**src/rtl/uart_rx.sv**
```systemverilog
// -----------------------------------------------------------------------------
// uart_rx -- oversampling UART receiver with optional parity.
//
// Receives one frame: a start bit, DATA_WIDTH data bits (LSB first), an
// optional parity bit and one stop bit. Each bit lasts Prescale clocks and is
// decided by a 2-of-3 majority vote around its centre.
//
// Ports
//   CLK        in   system clock, all state updates on the rising edge
//   RST        in   synchronous active-high reset
//   RX_IN      in   serial line, idle high, already synchronised
//   PAR_EN     in   1 = frame carries a parity bit
//   PAR_TYP    in   0 = even parity, 1 = odd parity
//   Prescale   in   clocks per bit (8, 16 or 32; anything else acts as 8)
//   P_DATA     out  last correctly received word
//   data_valid out  one-cycle pulse, P_DATA was just loaded
//   par_err    out  one-cycle pulse, parity mismatch in the frame just ended
//   stp_err    out  one-cycle pulse, stop bit sampled low
//   busy       out  high whenever a frame is in progress
// -----------------------------------------------------------------------------
module uart_rx #(
    parameter int DATA_WIDTH = 8
) (
    input  logic                  CLK,
    input  logic                  RST,
    input  logic                  RX_IN,
    input  logic                  PAR_EN,
    input  logic                  PAR_TYP,
    input  logic [5:0]            Prescale,
    output logic [DATA_WIDTH-1:0] P_DATA,
    output logic                  data_valid,
    output logic                  par_err,
    output logic                  stp_err,
    output logic                  busy
);

    localparam int             BCW      = (DATA_WIDTH > 1) ? $clog2(DATA_WIDTH) : 1;
    localparam logic [BCW-1:0] LAST_BIT = BCW'(DATA_WIDTH - 1);

    typedef enum logic [2:0] {
        S_IDLE   = 3'd0,
        S_START  = 3'd1,
        S_DATA   = 3'd2,
        S_PARITY = 3'd3,
        S_STOP   = 3'd4
    } state_t;

    state_t                state_q;
    logic [5:0]            edge_cnt_q;
    logic [BCW-1:0]        bit_cnt_q;
    logic [DATA_WIDTH-1:0] shift_q;
    logic [5:0]            pre_q;       // prescale latched for the current frame
    logic                  par_en_q;
    logic                  par_typ_q;
    logic                  mismatch_q;  // parity mismatch seen in this frame
    logic [1:0]            samp_q;      // first two of the three centre samples
    logic                  bit_q;       // majority-voted value of the current bit

    logic [5:0]            pre_d;
    logic [5:0]            half_d;
    logic                  last_edge_d;
    logic                  maj_d;
    logic [DATA_WIDTH-1:0] shift_d;

    // XOR reduction of the received word (1 when it holds an odd number of ones)
    function automatic logic word_parity(input logic [DATA_WIDTH-1:0] word);
        return ^word;
    endfunction

    // Derived helpers: sanitised prescale, bit centre, bit end, vote, next shift value
    always_comb begin
        pre_d = 6'd8;
        if ((Prescale == 6'd16) || (Prescale == 6'd32)) begin
            pre_d = Prescale;
        end else begin
            pre_d = 6'd8;
        end
        half_d      = {1'b0, pre_q[5:1]};
        last_edge_d = (edge_cnt_q == (pre_q - 6'd1));
        // Third sample comes straight from the line on the cycle it is taken
        maj_d       = (samp_q[0] & samp_q[1]) | (samp_q[0] & RX_IN) | (samp_q[1] & RX_IN);
        // LSB-first reception: new bit enters at the top and moves down
        shift_d                 = shift_q >> 1;
        shift_d[DATA_WIDTH-1]   = bit_q;
    end

    // Frame state machine with registered outputs
    always_ff @(posedge CLK) begin
        if (RST) begin
            state_q    <= S_IDLE;
            edge_cnt_q <= 6'd0;
            bit_cnt_q  <= '0;
            shift_q    <= '0;
            pre_q      <= 6'd8;
            par_en_q   <= 1'b0;
            par_typ_q  <= 1'b0;
            mismatch_q <= 1'b0;
            samp_q     <= 2'b00;
            bit_q      <= 1'b0;
            P_DATA     <= '0;
            data_valid <= 1'b0;
            par_err    <= 1'b0;
            stp_err    <= 1'b0;
            busy       <= 1'b0;
        end else begin
            data_valid <= 1'b0;
            par_err    <= 1'b0;
            stp_err    <= 1'b0;
            case (state_q)
                S_IDLE: begin
                    if (!RX_IN) begin
                        // Detection cycle counts as edge 0 of the start bit
                        state_q    <= S_START;
                        edge_cnt_q <= 6'd1;
                        bit_cnt_q  <= '0;
                        pre_q      <= pre_d;
                        par_en_q   <= PAR_EN;
                        par_typ_q  <= PAR_TYP;
                        mismatch_q <= 1'b0;
                        busy       <= 1'b1;
                    end else begin
                        edge_cnt_q <= 6'd0;
                        busy       <= 1'b0;
                    end
                end
                default: begin
                    if (edge_cnt_q == (half_d - 6'd1)) begin
                        samp_q[0] <= RX_IN;
                    end
                    if (edge_cnt_q == half_d) begin
                        samp_q[1] <= RX_IN;
                    end
                    if (edge_cnt_q == (half_d + 6'd1)) begin
                        bit_q <= maj_d;
                    end

                    if (last_edge_d) begin
                        edge_cnt_q <= 6'd0;
                        case (state_q)
                            S_START: begin
                                if (bit_q) begin
                                    // Start bit did not hold low: treat as glitch
                                    state_q <= S_IDLE;
                                    busy    <= 1'b0;
                                end else begin
                                    state_q <= S_DATA;
                                end
                            end
                            S_DATA: begin
                                shift_q <= shift_d;
                                if (bit_cnt_q == LAST_BIT) begin
                                    bit_cnt_q <= '0;
                                    state_q   <= par_en_q ? S_PARITY : S_STOP;
                                end else begin
                                    bit_cnt_q <= bit_cnt_q + BCW'(1);
                                end
                            end
                            S_PARITY: begin
                                mismatch_q <= (word_parity(shift_q) ^ par_typ_q) != bit_q;
                                state_q    <= S_STOP;
                            end
                            S_STOP: begin
                                state_q <= S_IDLE;
                                busy    <= 1'b0;
                                if (bit_q && !mismatch_q) begin
                                    data_valid <= 1'b1;
                                    P_DATA     <= shift_q;
                                end else begin
                                    par_err <= mismatch_q;
                                    stp_err <= ~bit_q;
                                end
                            end
                            default: begin
                                state_q <= S_IDLE;
                                busy    <= 1'b0;
                            end
                        endcase
                    end else begin
                        edge_cnt_q <= edge_cnt_q + 6'd1;
                    end
                end
            endcase
        end
    end

endmodule

```
**config.mk**
```make
export PLATFORM = sky130hd
export DESIGN_NAME = uart_rx
export DESIGN_NICKNAME = d
export VERILOG_FILES = /design/src/rtl/uart_rx.sv
export SDC_FILE = /design/constraint.sdc
export NUM_CORES = 1
export LEC_CHECK = 0
export CAP_MARGIN = 0
export CORE_UTILIZATION = 56
export CTS_CLUSTER_DIAMETER = 30
export DETAILED_ROUTE_END_ITERATION = 8
export GPL_TIMING_DRIVEN = 1
export HOLD_SLACK_MARGIN = 0.06
export PLACE_DENSITY = 0.79
export SLEW_MARGIN = 5
export SYNTH_ARGS = -nofsm -noshare
export SYNTH_HDL_FRONTEND = slang
export SYNTH_SLANG_ARGS = --single-unit
```
**constraint.sdc**
```tcl
create_clock -name CLK -period 2.75 [get_ports CLK]
set_clock_uncertainty 0.2 [all_clocks]
set_input_delay 0.825 -clock CLK [delete_from_list [all_inputs] [get_ports CLK]]
set_output_delay 0.825 -clock CLK [all_outputs]
set_load 0.05 [all_outputs]
```
==> results.txt, run 1 <==
Setup crit end kind = flop
Clock tree sinks = 44
CTS root buffer = clkbuf_8
Initial antenna violation count = 0
Vias = 1,865
Post-CTS setup buffers = 0
Register area share after synthesis = 37.91%
Residual DRC count = 0
Final Max Slew Viols = 0
IO Port Bufs = 22
Core area = 0.004000 mm2
Worst-path clk slew = 0.08 ns
Fmax = 0.4012 GHz
Setup CP Type = in2reg
CP arrival = 2.50 ns
Slew margin rel. = 66.76%
Grt ovf = 0
Required time worst endpoint = 2.76 ns
Initial Util = 58.09%
Nets = 309
Mapped Nets = 283
DP Wirelength = 3416 um
Final setup vio count = 0
Post-Place Cells = 334
Setup TNS = 0 ns
GRT Resource Usage Total = 24.64%
Most frequent cells in the layout = dfxtp_1, nor2_1, clkdlybuf4s50_1
Prevailing post-synth register cell = dfxtp_1
CTS tree = yes
Clock Latency Late Sink = 0.29 ns
Largest net degree at the start of global routing = 17
First-pass GRT wire length = 8176 um
Critical path peak fanout = 3
P&R area growth vs syn = 18.04%
Wire per inst = 14.02 um
Worst-margin pin slew = 0.4970 ns
Final Non-Filler Cells = 340
Synth Cell Area = 0.002323 mm2
Die height = 66.42 um
Warnings from Yosys = 0
Synth Instances = 265
RePlAce Congestion = 0.8583
Most common cell after layout, fill and taps aside = dfxtp_1
CTS resizes = 0
Detailed Route WL = 4767 um
Die ar. = 0.004411 mm2
CTS max path bufs = 2
Vias in the first global route = 1,809
RSZ-0062 raised after global routing = no
Rows = 23
LEAKAGE = 1.039 nW
EDFF count, synth = 0
Hold-fix buffers, CTS = 0
Netlist cell types = 44
Num CTS Buffers = 5
Max_cap viols = 0
Layout cells sized above 1 = 8.621%
Antenna diodes = 0
Startpoint Class = primary input
Via/cell ratio = 5.485
First-pass DRT Iterations = 4
Min cycle time layout = 2.493 ns
Highest ir drop seen on vdd = 0.0003134 V
Status = finished clean
Synthesized area per cell = 8.768 um2
Hold Path Class = reg2reg
Hold Fails Final Rpt = 0
Final ANT Viol Nets = 0
Die Wd = 66.42 um
Final period utilization = 90.64%
FF+latch count, synth = 44
Power Dens Cells = 440.9 mW/mm2
H-tree Lvls = 2
Fraction of registers with async set/reset = 0%
Initial DRC count = 156
I/O Pins = 23
[Yosys cell counts (5+ instances only)]
library cell  count  area [um2]
ha_1              7       87.58
buf_2             5       25.02
o21ai_0           8       40.04
inv_1             7       26.28
nand4_1           5       31.28
nand2_1          16       60.06
mux2i_1          20       200.2
nand3_1          10       50.05
xnor2_1          18       157.7
nor2_1           42       157.7
xor2_1           16       140.1
dfxtp_1          44       880.8
nor3_1            9       45.04
a21oi_1           6       30.03
clkbuf_1          7       26.28
[sequential cells by signal, indices dropped and copies added, names as in the netlist]
register,flops
P_DATA,8
bit_cnt_q,3
bit_q,1
busy,1
data_valid,1
edge_cnt_q,6
mismatch_q,1
par_en_q,1
par_err,1
par_typ_q,1
pre_q,6
samp_q,2
shift_q,8
state_q,3
stp_err,1
[cell type report]
type	count	area [um2]
tap	50	62.56
fill	322	1257
clock buffer	5	68.82
multi-input combinational	197	1324
inverter	7	26.28
clock inverter	1	30.03
sequential	44	880.8
timing repair buffer	36	350.3
[stage by stage]
step	total power [mW]	cell area (um2)	worst slack, ns	utilization [%]	hold slack, ns
after floorplan	0.7180	2323	0.3474	-	0.2310
after global routing	1.256	2743	0.1432	68.56	0.3000
after detailed placement	0.7584	2644	0.09221	66.09	0.2592
final	1.209	2743	0.2573	68.56	0.2649
after global placement	0.7560	2644	0.1448	66.09	0.2477
after CTS	1.217	2743	0.2704	68.56	0.2696
[worst max-delay path: stages]
cell             delay [ns]
clkdlybuf4s50_1        0.44
or4_1                  0.58
nor3_1                 0.36
a22oi_1                0.11
nor2_1                 0.18
[path summary, 6_finish.rpt]
check                         endpoint  slack (ns)  cells past startpoint                       from
max              pre_q[5]$_SDFFE_PP0P_        0.26                      5                      RX_IN
min          bit_cnt_q[1]$_SDFFE_PP0P_        0.26                      2  bit_cnt_q[1]$_SDFFE_PP0P_
max reg2reg    mismatch_q$_SDFFE_PP0P_        0.29                      8      pre_q[1]$_SDFFE_PP0P_
min reg2reg  bit_cnt_q[1]$_SDFFE_PP0P_        0.26                      2  bit_cnt_q[1]$_SDFFE_PP0P_
[cells by family after synthesis]
kind of cell	after synthesis	share of synthesized area, %
buf+inv	24	5.116
flops	44	37.91
simple gates	105	22.40
fa+ha+maj	8	4.200
mux	20	8.616
xor+xnor	34	12.82
compound gates	30	8.940
[layer usage]
metal  vias to the layer above  global-route usage (%)  wire (um)
met5                         -                       0          0
met4                         0                   9.043         78
met3                         7                   5.690        195
met2                        35                   39.80       2258
met1                       868                   31.78       2233
li1                        955                       -          -
[power breakdown]
part           internal (mW)  switching, mW
Clock                  0.261          0.205
Combinational         0.0435         0.0467
Sequential             0.643         0.0107
Total                  0.947          0.262
No activity file was read; power rests on OpenSTA's default activity.
==> inputs of run 2 (changes only) <==
- CTS_CLUSTER_SIZE: default -> 25
==> results of run 2 <==
Same layout as run 1: the final DEF is identical, and so are final timing and power.
==> inputs of run 3 (changes only) <==
- SETUP_SLACK_MARGIN: default -> 0.05
- clock period: 2.75 -> 2.8 ns (I/O delays scaled with it)
==> run 3 against run 2 <==
  * Final area decreased by 1.0%
  * Flip-flop and latch count unchanged
  * Critical path depth up 4
  * Register-to-register slack got worse by 0.03 ns
  * Total power decreased by 5.6%
  * Die area did not move
  * Clock power down 11%
  * Critical path type is now reg2reg
==> results.txt, run 3 (synthesized netlist as in run 1, its figures left out) <==
Num CTS Buffers = 5 (unchanged)
Layout cells sized above 1 = 8.621% (unchanged)
Psw = 266.9 uW (+1.9%)
Die Wd = 66.42 um (unchanged)
Setup crit end kind = flop
Clock power frac = 36.1% (-2.4 points)
Reg area = 880.8 um2 (unchanged)
Via/cell ratio = 5.497 (+0.21%)
Hold Path Class = reg2reg
Sw Share = 23.38% (+1.7 points)
Initial antenna violation count = 0 (unchanged)
Setup TNS = 0 ns (unchanged)
Initial DRC count = 167 (+7.1%)
Fmax = 0.3945 GHz
Hold Fails Final Rpt = 0 (unchanged)
IO Port Bufs = 22 (unchanged)
Met1 wire length = 2186 um (-2.1%)
Die height = 66.42 um (unchanged)
# fillers = 333 (+3.4%)
Critical path peak fanout = 8 (+5)
Vias in the first global route = 1,706 (-5.7%)
Vias = 1,869 (+0.21%)
Status = finished clean
Hold-fix buffers, CTS = 0 (unchanged)
Initial Util = 58.09% (unchanged)
Core area = 0.004000 mm2 (unchanged)
Rows = 23 (unchanged)
Wire per inst = 13.48 um (-3.9%)
Final period utilization = 90.54%
LEAKAGE = 1.020 nW (-1.8%)
CTS tree = yes
Most frequent cells in the layout = dfxtp_1, nor2_1, clkdlybuf4s50_1
RSZ-0062 raised after global routing = no
Biggest registers after layout = P_DATA (8), shift_q (8)
Die ar. = 0.004411 mm2 (unchanged)
Post-Place Cells = 332 (-0.60%)
CTS root buffer = clkbuf_8
First-pass DRT Iterations = 4 (unchanged)
Power Dens Cells = 420.5 mW/mm2 (-4.6%)
H-tree Lvls = 2 (unchanged)
Detailed Route WL = 4583 um (-3.9%)
Antenna diodes = 0 (unchanged)
Met2 WL = 2111 um (-6.5%)
Startpoint Class = flop
CTS max path bufs = 2 (unchanged)
HP Start = bit_cnt_q[1]$_SDFFE_PP0P_
Path depth of the worst reg2reg path = 9 (+1)
P&R area growth vs syn = 16.85%
First-pass GRT wire length = 7652 um (-6.4%)
Multi-input gate area = 0.001329 mm2 (+0.38%)
Min cycle time layout = 2.535 ns
Residual DRC count = 0 (unchanged)
P_int = 874.8 uW (-7.7%)
Slew margin rel. = 66.78% (about the same)
Final ANT Viol Nets = 0 (unchanged)
Worst-margin pin slew = 0.4967 ns (-0.0003121 ns)
CP arrival = 2.53 ns (+0.03 ns)
Final setup vio count = 0 (unchanged)
Setup crit start = pre_q[1]$_SDFFE_PP0P_
Clock Latency Late Sink = 0.30 ns (about the same)
Highest ir drop seen on vdd = 0.0003073 V (-1.9%)
Nets = 307 (-0.65%)
DP Wirelength = 3377 um (-1.1%)
I/O Pins = 23 (unchanged)
Gate power share = 7.8% (+0.3 points)
RePlAce Congestion = 0.8672 (+1.0%)
Hold path cells = 2 (unchanged)
Setup CP Type = reg2reg
Most common cell after layout, fill and taps aside = dfxtp_1
Highest routed layer = met4
Clock tree sinks = 44 (unchanged)
Largest net degree at the start of global routing = 15 (-2)
Required time worst endpoint = 2.79 ns (+0.03 ns)
Share of power burned in registers = 56.2% (+2.1 points)
Max_cap viols = 0 (unchanged)
Final Non-Filler Cells = 340 (unchanged)
Met3 wire length = 224 um (+15%)
GRT Resource Usage Total = 23.27% (-1.4 points)
Final Max Slew Viols = 0 (unchanged)
Crit Reg-Reg Startpoint = pre_q[1]$_SDFFE_PP0P_
Worst-path clk slew = 0.08 ns (about the same)
Grt ovf = 0 (unchanged)
## run 3: power groups by stage
stage / Clock, mW / Sequential [mW] / Combinational [mW]
after floorplan: 0 / 0.655 / 0.0499
after CTS: 0.420 / 0.641 / 0.0884
final: 0.412 / 0.641 / 0.0887
after global routing: 0.451 / 0.643 / 0.0972
after global placement: 0 / 0.656 / 0.0861
after detailed placement: 0 / 0.656 / 0.0877
## run 3: critical path, stage by stage, from the launching register on
cell      delay (ns)
dfxtp_1         0.47
inv_1           0.14
ha_1            0.26
o21ba_1         0.20
a221oi_2        0.28
o22ai_2         0.21
nor3_4          0.19
buf_4           0.21
mux2i_1         0.21
nor2_1          0.06
## run 3: final cells by class
type | count | share of cell area, %
Clock buffer | 7 | 3.180
Clock inverter | 1 | 0.2765
Inverter | 7 | 0.9677
Multi-Input combinational cell | 197 | 48.94
Sequential cell | 44 | 32.44
Tap cell | 50 | 2.304
Timing Repair Buffer | 34 | 11.89
## run 3: path summary, 6_finish.rpt
kind,endpoint,slack [ns]
min,bit_cnt_q[1]$_SDFFE_PP0P_,0.26
max reg2reg,P_DATA[6]$_SDFFE_PP0P_,0.26
min reg2reg,bit_cnt_q[1]$_SDFFE_PP0P_,0.26
max,P_DATA[6]$_SDFFE_PP0P_,0.26
## run 3: routing by layer
metal  global-route usage, %  vias up
li1                        -      954
met1                   31.44      866
met2                   35.33       43
met3                   6.034        6
met4                   8.511        0
met5                       0        -
## run 3: what timing repair did
action                     4_1_cts  5_1_grt
setup endpoints to repair        0        2
resized for setup                0        1
setup buffers                    0        0
hold endpoints to repair         0        0
## run 3: through the flow
stage	hold WS (ns)	setup WS [ns]	utilization, %	cell area, um2	total power, mW
after global placement	0.2484	0.1947	65.41	2616	0.7422
after detailed placement	0.2557	0.1607	65.41	2616	0.7437
after floorplan	0.2310	0.3974	-	2323	0.7052
after global routing	0.2895	0.07162	67.88	2715	1.191
after CTS	0.2672	0.2189	67.75	2710	1.150
final	0.2617	0.2649	67.88	2715	1.142
